--- src/rtl/samples_decim.sv ---
// samples_decim: sample-rate to symbol-rate decimator for the receive path.
// Pick mode keeps one sample per symbol at a fixed phase; integrate mode
// sums every sample of a symbol and dumps the sum. Timing recovery can
// shorten (phase_adv) or lengthen (phase_ret) the next symbol by one sample,
// or realign the symbol boundary outright (sync).
//
// Handshake: in_valid qualifies data_in for the cycle it is high; there is no
// backpressure. out_valid is a registered one-cycle strobe marking a new
// data_out, which otherwise holds its last value.
module samples_decim #(
  parameter  int WIDTH       = 12,
  parameter  int RATIO       = 8,
  parameter  int PHASE       = 3,
  parameter  int SAMPLE_TYPE = 0,
  localparam int OW          = WIDTH + $clog2(RATIO)
) (
  input  logic                 clk,
  input  logic                 rst,
  input  logic signed [WIDTH-1:0] data_in,
  input  logic                 in_valid,
  input  logic                 sync,
  input  logic                 phase_adv,
  input  logic                 phase_ret,
  output logic signed [OW-1:0] data_out,
  output logic                 out_valid
);

  localparam int CW = $clog2(RATIO);
  localparam logic [CW-1:0] LAST = CW'(RATIO - 1);
  localparam logic [CW-1:0] PICK = CW'(PHASE);
  localparam logic [CW-1:0] ONE  = CW'(1);

  logic [CW-1:0]        cnt_q, cnt_d;
  logic signed [OW-1:0] acc_q, acc_d;
  logic                 adv_q, adv_d;
  logic                 ret_q, ret_d;
  logic                 stall_q, stall_d;
  logic signed [OW-1:0] data_out_q, data_out_d;
  logic                 out_valid_q, out_valid_d;
  logic signed [OW-1:0] ext;

  // Next-state: sync realigns, stall drops one sample, wrap consumes pending pulses.
  always_comb begin
    ext         = {{(OW-WIDTH){data_in[WIDTH-1]}}, data_in};
    cnt_d       = cnt_q;
    acc_d       = acc_q;
    adv_d       = adv_q | phase_adv;
    ret_d       = ret_q | phase_ret;
    stall_d     = stall_q;
    data_out_d  = data_out_q;
    out_valid_d = 1'b0;
    if (sync) begin
      // Fresh symbol; phase pulses in this cycle are dropped.
      cnt_d   = '0;
      acc_d   = '0;
      adv_d   = 1'b0;
      ret_d   = 1'b0;
      stall_d = 1'b0;
      if (in_valid) begin
        cnt_d = ONE;
        if (SAMPLE_TYPE == 0) begin
          if (PHASE == 0) begin
            data_out_d  = ext;
            out_valid_d = 1'b1;
          end
        end else begin
          acc_d = ext;
        end
      end
    end else if (in_valid) begin
      if (stall_q) begin
        // Retard: this sample is thrown away and not counted.
        stall_d = 1'b0;
      end else begin
        if (SAMPLE_TYPE == 0) begin
          if (cnt_q == PICK) begin
            data_out_d  = ext;
            out_valid_d = 1'b1;
          end
        end else if (cnt_q == LAST) begin
          data_out_d  = acc_q + ext;
          acc_d       = '0;
          out_valid_d = 1'b1;
        end else begin
          acc_d = acc_q + ext;
        end
        if (cnt_q == LAST) begin
          // Consume flags from earlier cycles; a pulse now waits for the next wrap.
          adv_d = phase_adv;
          ret_d = phase_ret;
          if (adv_q && !ret_q) begin
            cnt_d = ONE;
          end else if (ret_q && !adv_q) begin
            cnt_d   = '0;
            stall_d = 1'b1;
          end else begin
            cnt_d = '0;
          end
        end else begin
          cnt_d = cnt_q + ONE;
        end
      end
    end
  end

  // State registers with synchronous active-high reset.
  always_ff @(posedge clk) begin
    if (rst) begin
      cnt_q       <= '0;
      acc_q       <= '0;
      adv_q       <= 1'b0;
      ret_q       <= 1'b0;
      stall_q     <= 1'b0;
      data_out_q  <= '0;
      out_valid_q <= 1'b0;
    end else begin
      cnt_q       <= cnt_d;
      acc_q       <= acc_d;
      adv_q       <= adv_d;
      ret_q       <= ret_d;
      stall_q     <= stall_d;
      data_out_q  <= data_out_d;
      out_valid_q <= out_valid_d;
    end
  end

  assign data_out  = data_out_q;
  assign out_valid = out_valid_q;

endmodule

--- config.mk ---
export PLATFORM = sky130hd
export DESIGN_NAME = samples_decim
export DESIGN_NICKNAME = d
export VERILOG_FILES = /design/src/rtl/samples_decim.sv
export SDC_FILE = /design/constraint.sdc
export NUM_CORES = 1
export LEC_CHECK = 0
export BUFFER_PORTS_ARGS = -buffer_cell sky130_fd_sc_hd__buf_2
export CORE_AREA = 3 3 46 48
export DETAILED_ROUTE_END_ITERATION = 10
export DIE_AREA = 0 0 49 51
export PLACE_DENSITY = 0.74
export SLEW_MARGIN = 40
export SYNTH_ARGS = -nofsm -noshare
export SYNTH_HDL_FRONTEND = slang
export SYNTH_SLANG_ARGS = --single-unit
--- constraint.sdc ---
create_clock -name clk -period 3.6 [get_ports clk]
set_input_delay 0.36 -clock clk [delete_from_list [all_inputs] [get_ports clk]]
set_output_delay 0.36 -clock clk [all_outputs]
set_load 0.03 [all_outputs]
==> impl_metrics.csv, run 1 <==
group,metric,value,unit
outcome,status,"completed",
die,die_w,49,µm
die,initial_utilization,0.444,
route,vias,720,
route,firstDrtPassIters,4,
logic_synthesis,synth.avg_cell_area,8.51,µm²
sta,tightest_slew,0.507,ns
global_routing,grt_max_degree,20,
clock_tree,clk_latency,0.30,ns
sta,tns,0,ns
place,placedCellCount,141,
global_routing,track_usage,0.143,
die,dieArea,2500,µm²
power_and_ir_drop,powerDensity,361,nW/µm²
clock_tree,cts_tree,"done",
cells_and_area,multiInputGateArea,345,µm²
route,route.detailed.drc,0,
setup_path,crit_required,3.77,ns
global_routing,grt_pass1_wl,2.81,mm
cells_and_area,area_growth_syn_to_layout,23.1,%
cells_and_area,register_area,380,µm²
route,wire_per_inst,11.2,µm
cells_and_area,n_fill_cell,179,
clock_tree,postCtsSetupRepairBufs,0,
power_and_ir_drop,p_leak,0.422,nW
logic_synthesis,synth.cell_area,774,µm²
die,fp.dieH,51,µm
clock_tree,clk_pin_slew,0.11,ns
logic_synthesis,synth_warnings,0,
min_path,min_to,"data_out[0]",
min_path,hold_class,"input port to register",
sta,fmax,636,MHz
clock_tree,cts_root_buffer,"clkbuf_4",
logic_synthesis,ys_seq_elements,19,
die,design.core.area,1750,µm²
global_routing,grt_antenna_before_repair,0,
min_path,min_from,"data_in[0]",
place,io_buffers,33,
logic_synthesis,synth-seq-area-share,0.491,
min_path,min_path_cells,3,
clock_tree,h-tree-depth,1,
sta,fin_crit_sh,0.436,
sta,setup_viol,0,
clock_tree,clk_path_buf_depth,2,
flow_run,drv_cap,0,
place,globalplace.congestion,0.703,
setup_path,end_kind,"register",
route,routed_wl,1.63,mm
place,dp_hpwl,1.25,mm
route,vias_per_cell,4.97,
sta,rsz0062_at_grt,"no",
setup_path,worstReg2RegEnd,"data_out[10]",
sta,relSlewSlack,0.660,
die,rows,15,
route,drtAntennaViolNets,0,
cells_and_area,diodes,0,
logic_synthesis,synthTopCellsByArea,"dfxtp_1 (49%), nand2_1 (13%), a21oi_1 (9.0%), ha_1 (4.8%), buf_4 (2.9%)",
clock_tree,cts_resized,0,
global_routing,gr-total-overflow,0,
logic_synthesis,yosysTopAreaCell,"dfxtp_1",
die,ioPinCount,34,
logic_synthesis,syn_inst,91,
sta,skew,0.00935,ns
clock_tree,cts_made_buffers,3,
logic_synthesis,synth_top_area_frac,0.491,
setup_path,crit_fanout,13,
logic_synthesis,synth_cell_types,21,
setup_path,critPathArrivalTime,1.74,ns
power_and_ir_drop,peakVddDrop,0.000210,V
global_routing,grt_pass1_vias,683,
setup_path,crit_path_start_kind,"register",
sta,drv_slew,0,
cells_and_area,final_cells,145,
setup_path,criticalPathCategory,"register to register",
route,drt-initial-drc-count,6,
logic_synthesis,syn-num-nets,112,
cells_and_area,nNetsFinal,142,
setup_path,reg2reg_depth,5,
sta,hold_viol_final,0,
sta,min_period,1.57,ns
sta,setup_slack,2.03,ns
place,place_ws,2.03,ns
setup_path,r2r-start,"cnt_q[0]",
clock_tree,cts.sinks,19,
setup_path,r2r_setup_slack,2.03,ns
clock_tree,ctsHoldBuffers,0,
cells_and_area,drive_gt1_frac,0.317,
==> layer usage <==
layer	GRT usage	part of all wire	vias to the layer above
li1	-	-	364
met5	0	0	-
met3	0.0292	0.050	4
met1	0.158	0.41	331
met2	0.256	0.53	21
met4	0.0806	0.0098	0
==> power breakdown <==
group / internal [mW] / leakage (nW) / total [mW] / switching, mW
sequential: 0.213 / 0.154 / 0.215 / 0.00207
clock: 0.0413 / 0.0177 / 0.105 / 0.0639
combinational: 0.0113 / 0.250 / 0.0234 / 0.0121
total: 0.266 / 0.422 / 0.344 / 0.0781
==> kinds of logic after synthesis <==
group                    synth area share
adder cells (fa/ha/maj)            0.0485
AND/OR/NAND/NOR                     0.262
AO/OA/AOI/OAI                       0.136
flip-flops                          0.491
buffers and inverters              0.0630
==> final cells by class <==
class | instances | area share
inverters | 1 | 0.00394
well taps | 25 | 0.0328
clock buffers | 3 | 0.0236
flip-flops and latches | 19 | 0.399
repair buffers | 33 | 0.173
clock inverters | 1 | 0.00525
multi-input cells | 63 | 0.362
==> cell usage after synthesis, drive strengths merged <==
master	number
clkbuf	2
and3b	1
nand2b	2
o21ai	1
nand2	26
nand3b	3
nor2	3
a31oi	1
and2b	1
ha	3
buf	6
or3b	1
nor3	2
and4bb	1
a211oi	2
nand4bb	1
a2111oi	1
a21oi	14
dfxtp	19
inv	1
==> registers in the layout, indices dropped and copies added (netlist names) <==
signal,count
adv_q,1
out_valid,1
ret_q,1
cnt_q,3
data_out,12
stall_q,1
==> critical path: stages, from the launching register on <==
cell and delay, ns:
dfxtp_1 0.38, ha_1 0.20, ha_1 0.16, nand4bb_1 0.42, nand2_1 0.20, a21oi_1 0.08
==> worst max path at each step <==
stage	cells past startpoint	from	end
3_5_place_dp	5	cnt_q[0]	data_out[10]
2_1_floorplan	5	cnt_q[0]	stall_q
4_1_cts	5	cnt_q[0]	data_out[10]
3_3_place_gp	5	cnt_q[0]	data_out[7]
6_report	5	cnt_q[0]	data_out[10]
5_1_grt	5	cnt_q[0]	data_out[9]
==> through the flow <==
stage               hold WS (ns)   util  instance area, µm²  total power [mW]
floorplan                  0.443      -                 774             0.232
global placement           0.442  0.530                 926             0.243
detailed placement         0.445  0.530                 926             0.243
CTS                        0.276  0.546                 953             0.350
global route               0.276  0.546                 953             0.361
finish                     0.285  0.546                 953             0.344
==> placed cells by master, fill, tap and decap left out <==
cell       Yosys  layout
buf_2          3      33
nand2_1       26      26
dfxtp_1       19      19
a21oi_1       14      14
nor2_1         3       3
nand3b_1       3       3
ha_1           3       3
clkbuf_4       0       3
nor3_1         2       2
nand2b_1       2       2
a211oi_1       2       2
inv_1          1       1
and4bb_2       1       1
nand4bb_1      1       1
and2b_1        1       1
a2111oi_0      1       1
or3b_1         1       1
and3b_1        1       1
o21ai_0        1       1
a31oi_1        1       1
clkinv_2       0       1
Power figures use the tool's default switching activity.
==> run 2: changes to the inputs <==
--- a/config.mk
+++ b/config.mk
@@ -6,10 +6,10 @@
 export NUM_CORES = 1
 export LEC_CHECK = 0
 export BUFFER_PORTS_ARGS = -buffer_cell sky130_fd_sc_hd__buf_2
-export CORE_AREA = 3 3 46 48
+export CORE_AREA = 3 3 49 51
 export DETAILED_ROUTE_END_ITERATION = 10
-export DIE_AREA = 0 0 49 51
-export PLACE_DENSITY = 0.74
+export DIE_AREA = 0 0 52 54
+export PLACE_DENSITY = 0.68
 export SLEW_MARGIN = 40
 export SYNTH_ARGS = -nofsm -noshare
 export SYNTH_HDL_FRONTEND = slang
==> constraint.sdc (replaced) <==
create_clock -name clk -period 1.4 [get_ports clk]
set_input_delay 0.14 -clock clk [delete_from_list [all_inputs] [get_ports clk]]
set_output_delay 0.14 -clock clk [all_outputs]
set_load 0.03 [all_outputs]
==> run 2 against run 1 <==
Compared with the run above:
- the run now ends with negative setup slack left
- power grew to 2.6 times the previous value
- core utilization is 2.2 points lower
- register-to-register slack worse by 2.1 ns
- non-clock buffer count grew 5
- clock skew down 0.0075 ns
- sequential cell count did not move
- die area up 12%
- via count grew 2.1%
- fmax rose by 8.5%
- wire length increased by 4.5%
- critical path type unchanged
- critical endpoint is now stall_q
==> impl_metrics.csv, run 2 (synthesis gave the netlist of run 1 again) <==
group,metric,value,unit
die,fp.dieH,54,µm
sta,hold_viol_final,0,
global_routing,gr-total-overflow,0,
die,design.core.area,1980,µm²
die,initial_utilization,0.391,
sta,setup_viol,1,
global_routing,grt_max_degree,20,
cells_and_area,fin_util,0.525,
sta,fin_crit_sh,1.03,
min_path,hold_class,"input port to register",
route,routed_wl,1.70,mm
setup_path,criticalPathCategory,"register to register",
die,ioPinCount,34,
power_and_ir_drop,p_leak,0.447,nW
cells_and_area,area_growth_syn_to_layout,34.2,%
setup_path,crit_fanout,3,
min_path,min_to,"data_out[0]",
route,vias_per_cell,4.84,
global_routing,track_usage,0.126,
sta,tns,-0.0483,ns
min_path,min_from,"data_in[0]",
route,vias,735,
sta,min_period,1.45,ns
power_and_ir_drop,peakVddDrop,0.000577,V
clock_tree,cts.sinks,19,
setup_path,end_kind,"register",
cells_and_area,largest_reg_flops,12,
power_and_ir_drop,powerDensity,846,nW/µm²
global_routing,grt_pass1_vias,632,
die,rows,16,
outcome,status,"finished, violations left",
global_routing,grt_pass1_wl,2.63,mm
sta,setup_slack,-0.0483,ns
cells_and_area,nNetsFinal,147,
die,die_w,52,µm
sta,fmax,690,MHz
setup_path,r2r_setup_slack,-0.05,ns
setup_path,r2r-start,"cnt_q[1]",
route,route.detailed.drc,0,
clock_tree,cts_root_buffer,"clkbuf_4",
setup_path,worstReg2RegEnd,"stall_q",
cells_and_area,final_common_cell,"buf_2",
clock_tree,clk_path_buf_depth,2,
place,dp_hpwl,1.20,mm
setup_path,reg2reg_depth,5,
clock_tree,clk_latency,0.28,ns
flow_run,drv_cap,0,
cells_and_area,diodes,0,
setup_path,crit_required,1.60,ns
cells_and_area,n_fill_cell,196,
outcome,violations,"negative setup slack",
route,firstDrtPassIters,4,
clock_tree,cts_tree,"done",
sta,tightest_slew,0.350,ns
cells_and_area,final_cell_mix,"buf_2 (33), nand2_1 (26), dfxtp_1 (17)",
clock_tree,clk_pin_slew,0.10,ns
sta,skew,0.00188,ns
global_routing,grt_antenna_before_repair,0,
route,drtAntennaViolNets,0,
clock_tree,ctsHoldBuffers,0,
sta,drv_slew,0,
min_path,min_path_cells,3,
cells_and_area,drive_gt1_frac,0.384,
sta,rsz0062_at_grt,"yes",
sta,relSlewSlack,0.767,
place,io_buffers,33,
route,wire_per_inst,11.2,µm
setup_path,crit_path_start_kind,"register",
die,dieArea,2810,µm²
place,globalplace.congestion,0.793,
cells_and_area,multiInputGateArea,378,µm²
clock_tree,cts_made_buffers,3,
clock_tree,h-tree-depth,1,
route,drt-initial-drc-count,2,
setup_path,critPathArrivalTime,1.65,ns
cells_and_area,register_area,383,µm²
[run 2: worst max path at each step]
stage / start / endpoint / slack, ns / depth (start not counted)
global placement: cnt_q[1] / stall_q / 0.03 / 5
finish: cnt_q[1] / stall_q / -0.05 / 5
floorplan: cnt_q[0] / stall_q / 0.02 / 5
global route: cnt_q[1] / stall_q / -0.10 / 5
CTS: cnt_q[0] / stall_q / 0.002 / 5
detailed placement: cnt_q[1] / stall_q / -0.05 / 5
[run 2: timing repair]
action                     CTS  global route
gates resized for setup      4             2
setup endpoints to repair    7            13
buffers inserted             0             2
pin swaps                    1             3
[run 2: final cells by class]
type / instances / share of cell area
Clock buffer: 4 / 0.0253
Inverter: 1 / 0.00361
Multi-Input combinational cell: 63 / 0.363
Sequential cell: 19 / 0.368
Tap cell: 27 / 0.0325
Timing Repair Buffer: 38 / 0.207
[run 2: per-stage QoR]
stage	setup WS (ns)	hold slack (ns)	area, µm²	instances	total power, mW
finish	-0.0483	0.0841	1040	152	0.880
detailed placement	-0.0547	0.387	978	146	0.630
floorplan	0.0185	0.276	790	91	0.597
global placement	0.0327	0.382	978	146	0.630
global route	-0.105	0.0707	1040	152	0.937
CTS	0.00152	0.0771	1020	150	0.892
[run 2: worst max-delay path, cell delays in order, from the launching register on]
cell      delay [ns]
dfxtp_2         0.37
ha_4            0.15
ha_4            0.13
nand3b_1        0.09
or3b_4          0.39
a211oi_2        0.24
[run 2: power breakdown]
group | internal, mW | switching (mW) | leakage, nW | total (mW)
combinational | 0.0335 | 0.0337 | 0.277 | 0.0673
clock | 0.110 | 0.147 | 0.0150 | 0.258
sequential | 0.549 | 0.00642 | 0.155 | 0.555
[run 2: layer usage]
| layer | global-route usage | routed length, µm |
|---|---|---|
| met1 | 0.142 | 743 |
| met2 | 0.228 | 809 |
| met3 | 0.0249 | 137 |
| met4 | 0.0524 | 8 |
| met5 | 0 | 0 |
==> run 3: changes to the inputs <==
--- a/config.mk
+++ b/config.mk
@@ -5,11 +5,13 @@
 export SDC_FILE = /design/constraint.sdc
 export NUM_CORES = 1
 export LEC_CHECK = 0
+export ABC_AREA = 1
 export BUFFER_PORTS_ARGS = -buffer_cell sky130_fd_sc_hd__buf_2
-export CORE_AREA = 3 3 49 51
+export CORE_AREA = 3 3 54 46
+export CTS_CLUSTER_DIAMETER = 50
 export DETAILED_ROUTE_END_ITERATION = 10
-export DIE_AREA = 0 0 52 54
-export PLACE_DENSITY = 0.68
+export DIE_AREA = 0 0 57 49
+export PLACE_DENSITY = 0.7
 export SLEW_MARGIN = 40
 export SYNTH_ARGS = -nofsm -noshare
 export SYNTH_HDL_FRONTEND = slang
==> run 3 against run 2 <==
Compared with the run above:
- the flow now finishes without violations
- sequential cell count unchanged
- synthesized cell count up 12%
- area after synthesis up 2.4%
- die area down 0.53%
- wire length down 1.4%
- sequential power about the same
- non-clock buffer count down 4
- combinational power up 44%
- sequential share of layout area down 0.22 points
==> impl_metrics.csv, run 3 <==
group,metric,value,unit
sta,drv_slew,0,
place,dp_hpwl,1.32,mm
logic_synthesis,synth_ff_type,"dfxtp_1",
sta,fmax,768,MHz
die,fp.dieH,49,µm
logic_synthesis,synth-xor-area-share,0,
setup_path,end_kind,"register",
logic_synthesis,synth_top_area_frac,0.479,
cells_and_area,fin_util,0.543,
clock_tree,postCtsSetupRepairBufs,0,
global_routing,grt_pass1_wl,2.66,mm
route,wire_per_inst,10.5,µm
logic_synthesis,synthTopCellsByArea,"dfxtp_1 (48%), nor2_1 (16%), o21ai_1 (5.7%), ha_1 (4.7%), inv_1 (3.8%)",
logic_synthesis,synthMostInstantiatedCell,"nor2_1",
die,ioPinCount,34,
logic_synthesis,ys_seq_elements,19,
global_routing,grt_antenna_before_repair,0,
route,vias_per_cell,4.55,
clock_tree,h-tree-depth,1,
clock_tree,clk_path_buf_depth,2,
logic_synthesis,synth_edf_count,0,
logic_synthesis,netlist_top_cells_count,"nor2_1 (33), dfxtp_1 (19), o21ai_1 (9), inv_1 (8), nand2_1 (7)",
setup_path,crit_fanout,6,
sta,fin_crit_sh,0.930,
route,routed_wl,1.68,mm
logic_synthesis,synth_compound_area_frac,0.126,
place,globalplace.congestion,0.709,
route,drtAntennaViolNets,0,
logic_synthesis,async_flop_share,0,
clock_tree,clk_latency,0.30,ns
logic_synthesis,synthMuxAreaShare,0,
logic_synthesis,synthSimpleGateAreaFrac,0.237,
setup_path,criticalPathCategory,"register to register",
sta,finalHoldWorstSlack,0.0430,ns
power_and_ir_drop,finalPower,925,µW
sta,setup_slack,0.0986,ns
die,rows,14,
min_path,hold_class,"input port to register",
sta,hold_viol_final,0,
route,route.detailed.drc,0,
sta,tightest_slew,0.367,ns
outcome,status,"completed",
sta,tns,0,ns
sta,skew,0.00484,ns
cells_and_area,drive_gt1_frac,0.385,
global_routing,grt_pass1_vias,609,
cells_and_area,final_common_cell,"buf_2",
logic_synthesis,synth_warnings,0,
cells_and_area,largest_reg_flops,12,
flow_run,drv_cap,0,
power_and_ir_drop,p_leak,0.496,nW
logic_synthesis,synth.avg_cell_area,7.78,µm²
clock_tree,cts.sinks,19,
logic_synthesis,synth_cell_types,19,
setup_path,crit_path_start_kind,"register",
die,dieArea,2790,µm²
power_and_ir_drop,powerDensity,884,nW/µm²
min_path,min_path_cells,2,
clock_tree,ctsHoldBuffers,0,
clock_tree,cts_made_buffers,3,
logic_synthesis,yosysTopAreaCell,"dfxtp_1",
logic_synthesis,synth-seq-area-share,0.479,
clock_tree,cts_root_buffer,"clkbuf_4",
route,vias,724,
die,die_w,57,µm
die,initial_utilization,0.412,
setup_path,critPathArrivalTime,1.50,ns
power_and_ir_drop,peakVddDrop,0.000530,V
sta,setup_viol,0,
sta,rsz0062_at_grt,"no",
setup_path,crit_required,1.60,ns
logic_synthesis,syn_inst,102,
global_routing,gr-total-overflow,0,
route,drt-initial-drc-count,11,
cells_and_area,nNetsFinal,157,
die,design.core.area,1930,µm²
logic_synthesis,synthAdderAreaFrac,0.0473,
global_routing,grt_max_degree,13,
sta,relSlewSlack,0.755,
sta,min_period,1.30,ns
clock_tree,clk_pin_slew,0.10,ns
setup_path,reg2reg_depth,8,
place,io_buffers,33,
logic_synthesis,synth.cell_area,793,µm²
cells_and_area,final_cell_mix,"buf_2 (33), nor2_1 (32), dfxtp_1 (17)",
clock_tree,cts_tree,"done",
cells_and_area,diodes,0,
place,place_ws,-0.00953,ns
global_routing,track_usage,0.124,
route,firstDrtPassIters,2,
logic_synthesis,syn-num-nets,123,
cells_and_area,area_growth_syn_to_layout,31.9,%
logic_synthesis,synth_top_family_by_area,"simple AND/OR/NAND/NOR gates",
-- run 3: cell types whose count changed after synthesis, sizes merged, moves of 2 or more --
cell | before | now
a21oi | 14 | 5
nand2b | 2 | 0
inv | 1 | 9
nor2 | 3 | 34
nand2 | 26 | 8
o21ai | 1 | 12
nand3b | 3 | 0
nand3 | 0 | 2
-- run 3: worst max-delay path: stages (launching register included) --
cell     delay [ns]
dfxtp_2        0.36
ha_4           0.15
ha_4           0.12
inv_2          0.04
nor2_4         0.14
nand2_4        0.10
buf_12         0.15
o21ai_1        0.11
nor2_1         0.05
-- run 3: cells by family (layout without fill, tap and decap cells) --
family,after synthesis,count (layout)
adder cells (fa/ha/maj),3,3
flip-flops,19,19
AO/OA/AOI/OAI,19,19
buffers and inverters,16,48
AND/OR/NAND/NOR,45,46
-- run 3: final timing paths --
check	startpoint	to	slack (ns)
worst max-delay path	cnt_q[0]	data_out[2]	0.1
worst min-delay path	rst	out_valid	0.04
worst max register to register	cnt_q[0]	data_out[2]	0.1
worst min register to register	data_out[9]	data_out[9]	0.49
-- run 3: area by class of cell --
class | instances | area (µm²)
flip-flops and latches | 19 | 383
well taps | 24 | 30.0
multi-input cells | 68 | 379
fillers | 201 | 881
clock buffers | 4 | 26.3
repair buffers | 34 | 185
inverters | 10 | 42.5
-- run 3: routing by layer --
metal,track usage,wire (µm),share of wire
met1,0.138,748,0.45
met2,0.211,827,0.49
met3,0.0503,92,0.055
met4,0.0463,8,0.0048
met5,0,0,0
-- run 3: where the power goes --
group          internal, mW  switching, mW
Clock                 0.111          0.158
Sequential            0.551        0.00745
Combinational        0.0425         0.0544
Total                 0.704          0.220
-- run 3: metrics by stage --
stage / area [µm²] / instances
detailed placement: 960 / 154
finish: 1050 / 159
floorplan: 793 / 102
global route: 1050 / 159
CTS: 992 / 158
global placement: 960 / 154
-- run 3: repair_timing --
action / 4_1_cts / 5_1_grt
pin swaps: 0 / 1
gates resized for setup: 2 / 12
cloned: 0 / 1
endpoints found under the setup margin: 1 / 12
